**src/rtl/greg_pkg.sv**
```systemverilog
// Shared constants, types and the write-port match helper for the greg_mp register file.
package greg_pkg;

    // Default geometry of the MIPS general register file.
    localparam int DATA_W_DEF = 32;
    localparam int ADDR_W_DEF = 5;

    // Index of the optionally hardwired-zero register.
    localparam int REG_ZERO = 0;

    // Upper bounds used by the match helper. Callers zero-extend their write
    // ports to these sizes, so NWR <= MAX_WR and ADDR_W <= MAX_ADDR_W must hold.
    localparam int MAX_WR     = 16;
    localparam int MAX_ADDR_W = 16;
    localparam int PORT_W     = 4;

    // Result of a write-port search: whether any port hits, and which one.
    typedef struct packed {
        logic              hit;
        logic [PORT_W-1:0] port;
    } wr_hit_t;

    // Find the highest-index enabled write port that targets idx. Later
    // matches overwrite earlier ones, which gives the higher port priority.
    function automatic wr_hit_t wr_match(
        input logic [MAX_WR-1:0]            en,
        input logic [MAX_WR*MAX_ADDR_W-1:0] nums,
        input logic [MAX_ADDR_W-1:0]        idx
    );
        wr_hit_t res;
        res.hit  = 1'b0;
        res.port = '0;
        for (int k = 0; k < MAX_WR; k++) begin
            if (en[k] && (nums[k*MAX_ADDR_W +: MAX_ADDR_W] == idx)) begin
                res.hit  = 1'b1;
                res.port = PORT_W'(k);
            end
        end
        return res;
    endfunction

endpackage

```
**src/rtl/greg_rd_port.sv**
```systemverilog
// One combinational read port: index decode, write bypass, zero override and busy lookup.
module greg_rd_port
    import greg_pkg::*;
#(
    parameter int DATA_W   = DATA_W_DEF,
    parameter int ADDR_W   = ADDR_W_DEF,
    parameter int DEPTH    = 2**ADDR_W,
    parameter int NWR      = 2,
    parameter int ZERO_REG = 1,
    parameter int BYPASS   = 1
) (
    input  logic                         rd_en,
    input  logic [ADDR_W-1:0]            rd_num,
    input  logic [DEPTH*DATA_W-1:0]      mem_flat,
    input  logic [DEPTH-1:0]             busy_vec,
    input  logic [MAX_WR-1:0]            wr_en_ext,
    input  logic [MAX_WR*MAX_ADDR_W-1:0] wr_num_ext,
    input  logic [NWR*DATA_W-1:0]        wr_data,
    input  logic                         busy_set,
    input  logic [ADDR_W-1:0]            busy_num,
    output logic [DATA_W-1:0]            rd_data,
    output logic                         rd_busy
);

    wr_hit_t hit;

    // Select stored value, then let a same-cycle write, r0 and reset override it in that order.
    always_comb begin
        hit     = wr_match(wr_en_ext, wr_num_ext, MAX_ADDR_W'(rd_num));
        rd_data = mem_flat[rd_num*DATA_W +: DATA_W];
        rd_busy = busy_vec[rd_num];

        // A write in flight means its producer is done; only a new issue to
        // the same register this cycle keeps it pending.
        if ((BYPASS != 0) && hit.hit) begin
            rd_data = wr_data[hit.port*DATA_W +: DATA_W];
            rd_busy = busy_set && (busy_num == rd_num);
        end

        if ((ZERO_REG != 0) && (rd_num == ADDR_W'(REG_ZERO))) begin
            rd_data = '0;
            rd_busy = 1'b0;
        end

        // Storage is already cleared in reset, but a bypassed write must not leak out.
        if (!rd_en) begin
            rd_data = '0;
            rd_busy = 1'b0;
        end
    end

endmodule

```
**src/rtl/greg_mp.sv**
```systemverilog
// Multi-port general register file with write arbitration, optional bypass,
// hardwired r0 and a per-register pending scoreboard.
module greg_mp
    import greg_pkg::*;
#(
    parameter int DATA_W   = DATA_W_DEF,
    parameter int ADDR_W   = ADDR_W_DEF,
    parameter int NRD      = 2,
    parameter int NWR      = 2,
    parameter int ZERO_REG = 1,
    parameter int BYPASS   = 1
) (
    input  logic                  clk,
    input  logic                  rst_n,
    input  logic [NWR-1:0]        wr_en,
    input  logic [NWR*ADDR_W-1:0] wr_num,
    input  logic [NWR*DATA_W-1:0] wr_data,
    input  logic [NRD*ADDR_W-1:0] rd_num,
    output logic [NRD*DATA_W-1:0] rd_data,
    output logic [NRD-1:0]        rd_busy,
    input  logic                  busy_set,
    input  logic [ADDR_W-1:0]     busy_num
);

    localparam int DEPTH = 2**ADDR_W;

    logic [DATA_W-1:0] mem_q [DEPTH];
    logic [DATA_W-1:0] mem_d [DEPTH];
    logic [DEPTH-1:0]  busy_q;
    logic [DEPTH-1:0]  busy_d;

    logic [DEPTH*DATA_W-1:0]      mem_flat;
    logic [MAX_WR-1:0]            wr_en_ext;
    logic [MAX_WR*MAX_ADDR_W-1:0] wr_num_ext;

    // Widen the write ports to the fixed shape the match helper expects; unused slots never hit.
    generate
        for (genvar gi = 0; gi < MAX_WR; gi++) begin : g_wr_ext
            if (gi < NWR) begin : g_used
                assign wr_en_ext[gi] = wr_en[gi];
                assign wr_num_ext[gi*MAX_ADDR_W +: MAX_ADDR_W] =
                    MAX_ADDR_W'(wr_num[gi*ADDR_W +: ADDR_W]);
            end else begin : g_unused
                assign wr_en_ext[gi] = 1'b0;
                assign wr_num_ext[gi*MAX_ADDR_W +: MAX_ADDR_W] = '0;
            end
        end
    endgenerate

    // Flatten storage so each read port can index it as one vector.
    generate
        for (genvar gi = 0; gi < DEPTH; gi++) begin : g_flat
            assign mem_flat[gi*DATA_W +: DATA_W] = mem_q[gi];
        end
    endgenerate

    // Next-state for data and scoreboard: ports in ascending order so the
    // highest enabled port wins a conflict; a new issue beats a completing write.
    always_comb begin
        mem_d  = mem_q;
        busy_d = busy_q;
        for (int k = 0; k < NWR; k++) begin
            if (wr_en[k]) begin
                mem_d[wr_num[k*ADDR_W +: ADDR_W]]  = wr_data[k*DATA_W +: DATA_W];
                busy_d[wr_num[k*ADDR_W +: ADDR_W]] = 1'b0;
            end
        end
        if (busy_set) begin
            busy_d[busy_num] = 1'b1;
        end
        if (ZERO_REG != 0) begin
            mem_d[REG_ZERO]  = '0;
            busy_d[REG_ZERO] = 1'b0;
        end
    end

    // Register storage and scoreboard; reset clears everything immediately.
    always_ff @(posedge clk or negedge rst_n) begin
        if (!rst_n) begin
            for (int r = 0; r < DEPTH; r++) begin
                mem_q[r] <= '0;
            end
            busy_q <= '0;
        end else begin
            mem_q  <= mem_d;
            busy_q <= busy_d;
        end
    end

    // One read port instance per requested read port.
    generate
        for (genvar gi = 0; gi < NRD; gi++) begin : g_rd
            greg_rd_port #(
                .DATA_W   (DATA_W),
                .ADDR_W   (ADDR_W),
                .DEPTH    (DEPTH),
                .NWR      (NWR),
                .ZERO_REG (ZERO_REG),
                .BYPASS   (BYPASS)
            ) u_rd_port (
                .rd_en      (rst_n),
                .rd_num     (rd_num[gi*ADDR_W +: ADDR_W]),
                .mem_flat   (mem_flat),
                .busy_vec   (busy_q),
                .wr_en_ext  (wr_en_ext),
                .wr_num_ext (wr_num_ext),
                .wr_data    (wr_data),
                .busy_set   (busy_set),
                .busy_num   (busy_num),
                .rd_data    (rd_data[gi*DATA_W +: DATA_W]),
                .rd_busy    (rd_busy[gi])
            );
        end
    endgenerate

endmodule

```
**config.mk**
```make
export PLATFORM = sky130hd
export DESIGN_NAME = greg_mp
export DESIGN_NICKNAME = d
export VERILOG_FILES = /design/src/rtl/greg_pkg.sv /design/src/rtl/greg_rd_port.sv /design/src/rtl/greg_mp.sv
export SDC_FILE = /design/constraint.sdc
export NUM_CORES = 2
export LEC_CHECK = 0
export CAP_MARGIN = 40
export CORE_MARGIN = 5
export CORE_UTILIZATION = 25
export DETAILED_ROUTE_END_ITERATION = 10
export SLEW_MARGIN = 5
export SYNTH_ARGS = -nofsm -noshare
export SYNTH_HDL_FRONTEND = slang
export SYNTH_SLANG_ARGS = --single-unit
```
**constraint.sdc**
```tcl
create_clock -name clk -period 2.8 [get_ports clk]
set_clock_uncertainty 0.15 [all_clocks]
set_input_delay 0.28 -clock clk [delete_from_list [all_inputs] [get_ports clk]]
set_output_delay 0.28 -clock clk [all_outputs]
set_load 0.005 [all_outputs]
```
==> impl_metrics.json <==
{
  "max_stage_delay_ps": 520,
  "antenna_found_initial": 17,
  "worst_slack_ps": -395,
  "hold_viol_final": 0,
  "vdd_drop_max_mv": 0.585,
  "final_cells": 11200,
  "die-area_um2": 276000,
  "numPortBuffers": 159,
  "p_total_w": 0.0549,
  "gp_congestion": 0.995,
  "synth_area_leader_cell": "dfrtp_1",
  "totalWireLength_um": 349000,
  "drive_gt1_share_pct": 29.4,
  "fmax_ghz": 0.313,
  "crit_chain": "mux4_2 -> nor2_1 -> o32ai_1 -> a2111oi_4 -> buf_4 -> nor3b_4 -> buf_2",
  "powerDensity_nw_per_um2": 635,
  "via_per_inst": 5.77,
  "finalSetupTns_ps": -12990,
  "ys_ff_latch": 1023,
  "hold_path.class": "input port to register",
  "vias": 64400,
  "synth-edff-count": 0,
  "dp_hpwl_um": 233000,
  "violations": "negative setup slack",
  "setup_viol": 66,
  "clock-sinks": 1023,
  "io_pins": 160,
  "fillers": 26600,
  "cap_violations": 0,
  "timing.final.max_slew_violations": 0,
  "drcViolationCount": 0,
  "ant_nets": 0,
  "async_reset_ff_share_pct": 100,
  "grt_pass1_vias": 62900,
  "ys_top_cells_by_area": "dfrtp_1 (39%), mux4_2 (13%), mux2i_1 (9.8%)",
  "synth_flop_cell": "dfrtp_1",
  "leakagePower_nw": 34.7,
  "cp_max_fo": 3,
  "clk_pin_slew_ps": 50,
  "avgSynthCellArea_um2": 9.38,
  "tightest_slew_ps": 1060,
  "grt_usage_pct": 24.2,
  "r2r_start": "mem_flat[895]",
  "syn_area_um2": 66500,
  "synth_cell_types": 62,
  "min_period_ps": 3190,
  "dr.first_iter.drc_count": 9144,
  "post_dp_cell_area_um2": 78900,
  "worstSkewPairLatency_ps": 730,
  "grt_max_degree": 172,
  "hold_start": "wr_num[9]",
  "dpl.cell_count": 10800,
  "rsz0062_at_grt": "yes",
  "start_util_pct": 25.1,
  "core_area_um2": 265000,
  "dieHeight_um": 526,
  "post-route-util_pct": 32.7,
  "outcome": "finished, violations left",
  "startpoint_type": "register",
  "fp.dieW_um": 526,
  "crit_path_end_kind": "primary output",
  "arrival_ps": 2760,
  "synth_common_cells": "dfrtp_1 (1023), a21oi_1 (1019), nor2_1 (966)",
  "yosys_warnings": 0,
  "final_area_um2": 86500,
  "yosysSeqAreaShare_pct": 38.5,
  "synth_most_common_cell": "dfrtp_1",
  "grt_overflow": 0,
  "startpoint": "busy_q[14]",
  "critical-path-slowest-cell": "mux4_2",
  "synthesis.nets": 7178,
  "rows": 189,
  "cts_max_path_buffers": 3,
  "cts_tree": "yes",
  "max_slew_margin_pct": 29.3,
  "crit_required_ps": 2370,
  "critPathKind": "register to primary output",
  "num-nets-final": 7619,
  "yosysTopAreaCellShare_pct": 38.5,
  "postSynthCellCount": 7084,
  "area_delta_synth_final_pct": 30.1,
  "cts_root_buf": "clkbuf_16",
  "grt_pass1_wl_um": 488000,
  "htreeDepth": 3,
  "cts_buffers": 110,
  "layout_worst_path_cycle_share_pct": 114,
  "wire_per_inst_um": 31.3,
  "drtPass1Iterations": 7
}
==> sequential cells by signal, summed over array words and instances, names as in the netlist <==
name,cells
mem_flat,992
busy_q,31
==> worst paths after layout <==
kind / endpoint / slack (ps) / cells past startpoint
setup / recovery: rd_busy[0] / -390 / 7
hold / removal: busy_q[3] / 150 / 5
setup reg to reg: mem_flat[895] / 1660 / 4
hold reg to reg: busy_q[11] / 370 / 1
max in group asynchronous: mem_flat[394] / 200 / 4
min in group asynchronous: mem_flat[663] / 680 / 3
==> layout make-up <==
type | count | area (µm²) | share of cell area [%]
Clock buffer | 152 | 3190 | 3.69
Antenna cell | 9 | 22.5 | 0.0260
Inverter | 41 | 155 | 0.179
Multi-Input combinational cell | 5182 | 40000 | 46.3
Sequential cell | 1023 | 25600 | 29.6
Tap cell | 3533 | 4420 | 5.11
Timing Repair Buffer | 1167 | 12400 | 14.3
Clock inverter | 45 | 649 | 0.751
==> logic make-up after synthesis <==
logic type | count (synthesis) | share of synthesized area [%]
xor+xnor | 30 | 0.395
mux | 1149 | 24.9
compound gates | 1923 | 16.5
simple gates | 2080 | 13.7
flops | 1023 | 38.5
buf+inv | 879 | 5.96
==> report_power, final <==
group,internal [W],switching [W],total [W]
registers,0.0186,0.00309,0.0217
logic,0.00868,0.00844,0.0171
clock network,0.00922,0.00689,0.0161
==> layer usage <==
metal,global-route usage (%),share of wire [%],vias to the layer above
li1,-,-,26400
met1,28.7,35,31500
met2,35.8,43,5006
met3,7.00,12,1459
met4,21.1,11,6
met5,0,0.0097,-
==> placed cells by master (no fill, tap or decap), types with 12 or more instances in the layout <==
cell,n
dfrtp_1,1023
a21oi_1,986
nor2_1,915
buf_4,713
mux2i_1,635
nand2_1,612
o21ai_0,540
mux4_2,396
buf_12,248
clkbuf_16,116
nor3_1,109
mux2_2,98
nor2b_1,95
clkdlybuf4s50_1,72
a211oi_1,64
buf_2,62
a221oi_1,54
nor4_4,53
nor2_4,42
a22o_1,41
a221oi_4,40
buf_6,39
nand2_2,38
inv_1,37
nand2_4,36
a22oi_2,32
nor4_2,31
a221oi_2,28
or3_1,27
nor3_2,26
clkbuf_8,25
a21oi_2,23
xor2_1,20
clkinv_2,20
a21o_1,18
o21ai_1,18
nor2_2,16
clkbuf_1,16
bufinv_16,14
a21o_4,12
==> worst max-delay path, delay by kind of cell, from the launching register on <==
kind	cells	cell delay, ps
multiplexers	1	520
AO/OA/AOI/OAI	2	540
AND/OR/NAND/NOR	2	250
flip-flops	1	400
buffers and inverters	2	320
==> stage by stage <==
step,hold WS (ps),setup WS (ps)
6_report,151,-395
2_1_floorplan,-166,458
3_3_place_gp,351,-1660
4_1_cts,183,-365
3_5_place_dp,348,-1280
5_1_grt,192,-420
==> repair_timing <==
item	in CTS	in global routing
pin swaps	232	133
setup buffers	127	68
cloned	1	4
endpoints found under the hold margin	225	0
resized for setup	645	136
endpoints found under the setup margin	66	125
hold buffers	1	0
No activity file was read; power rests on OpenSTA's default activity.
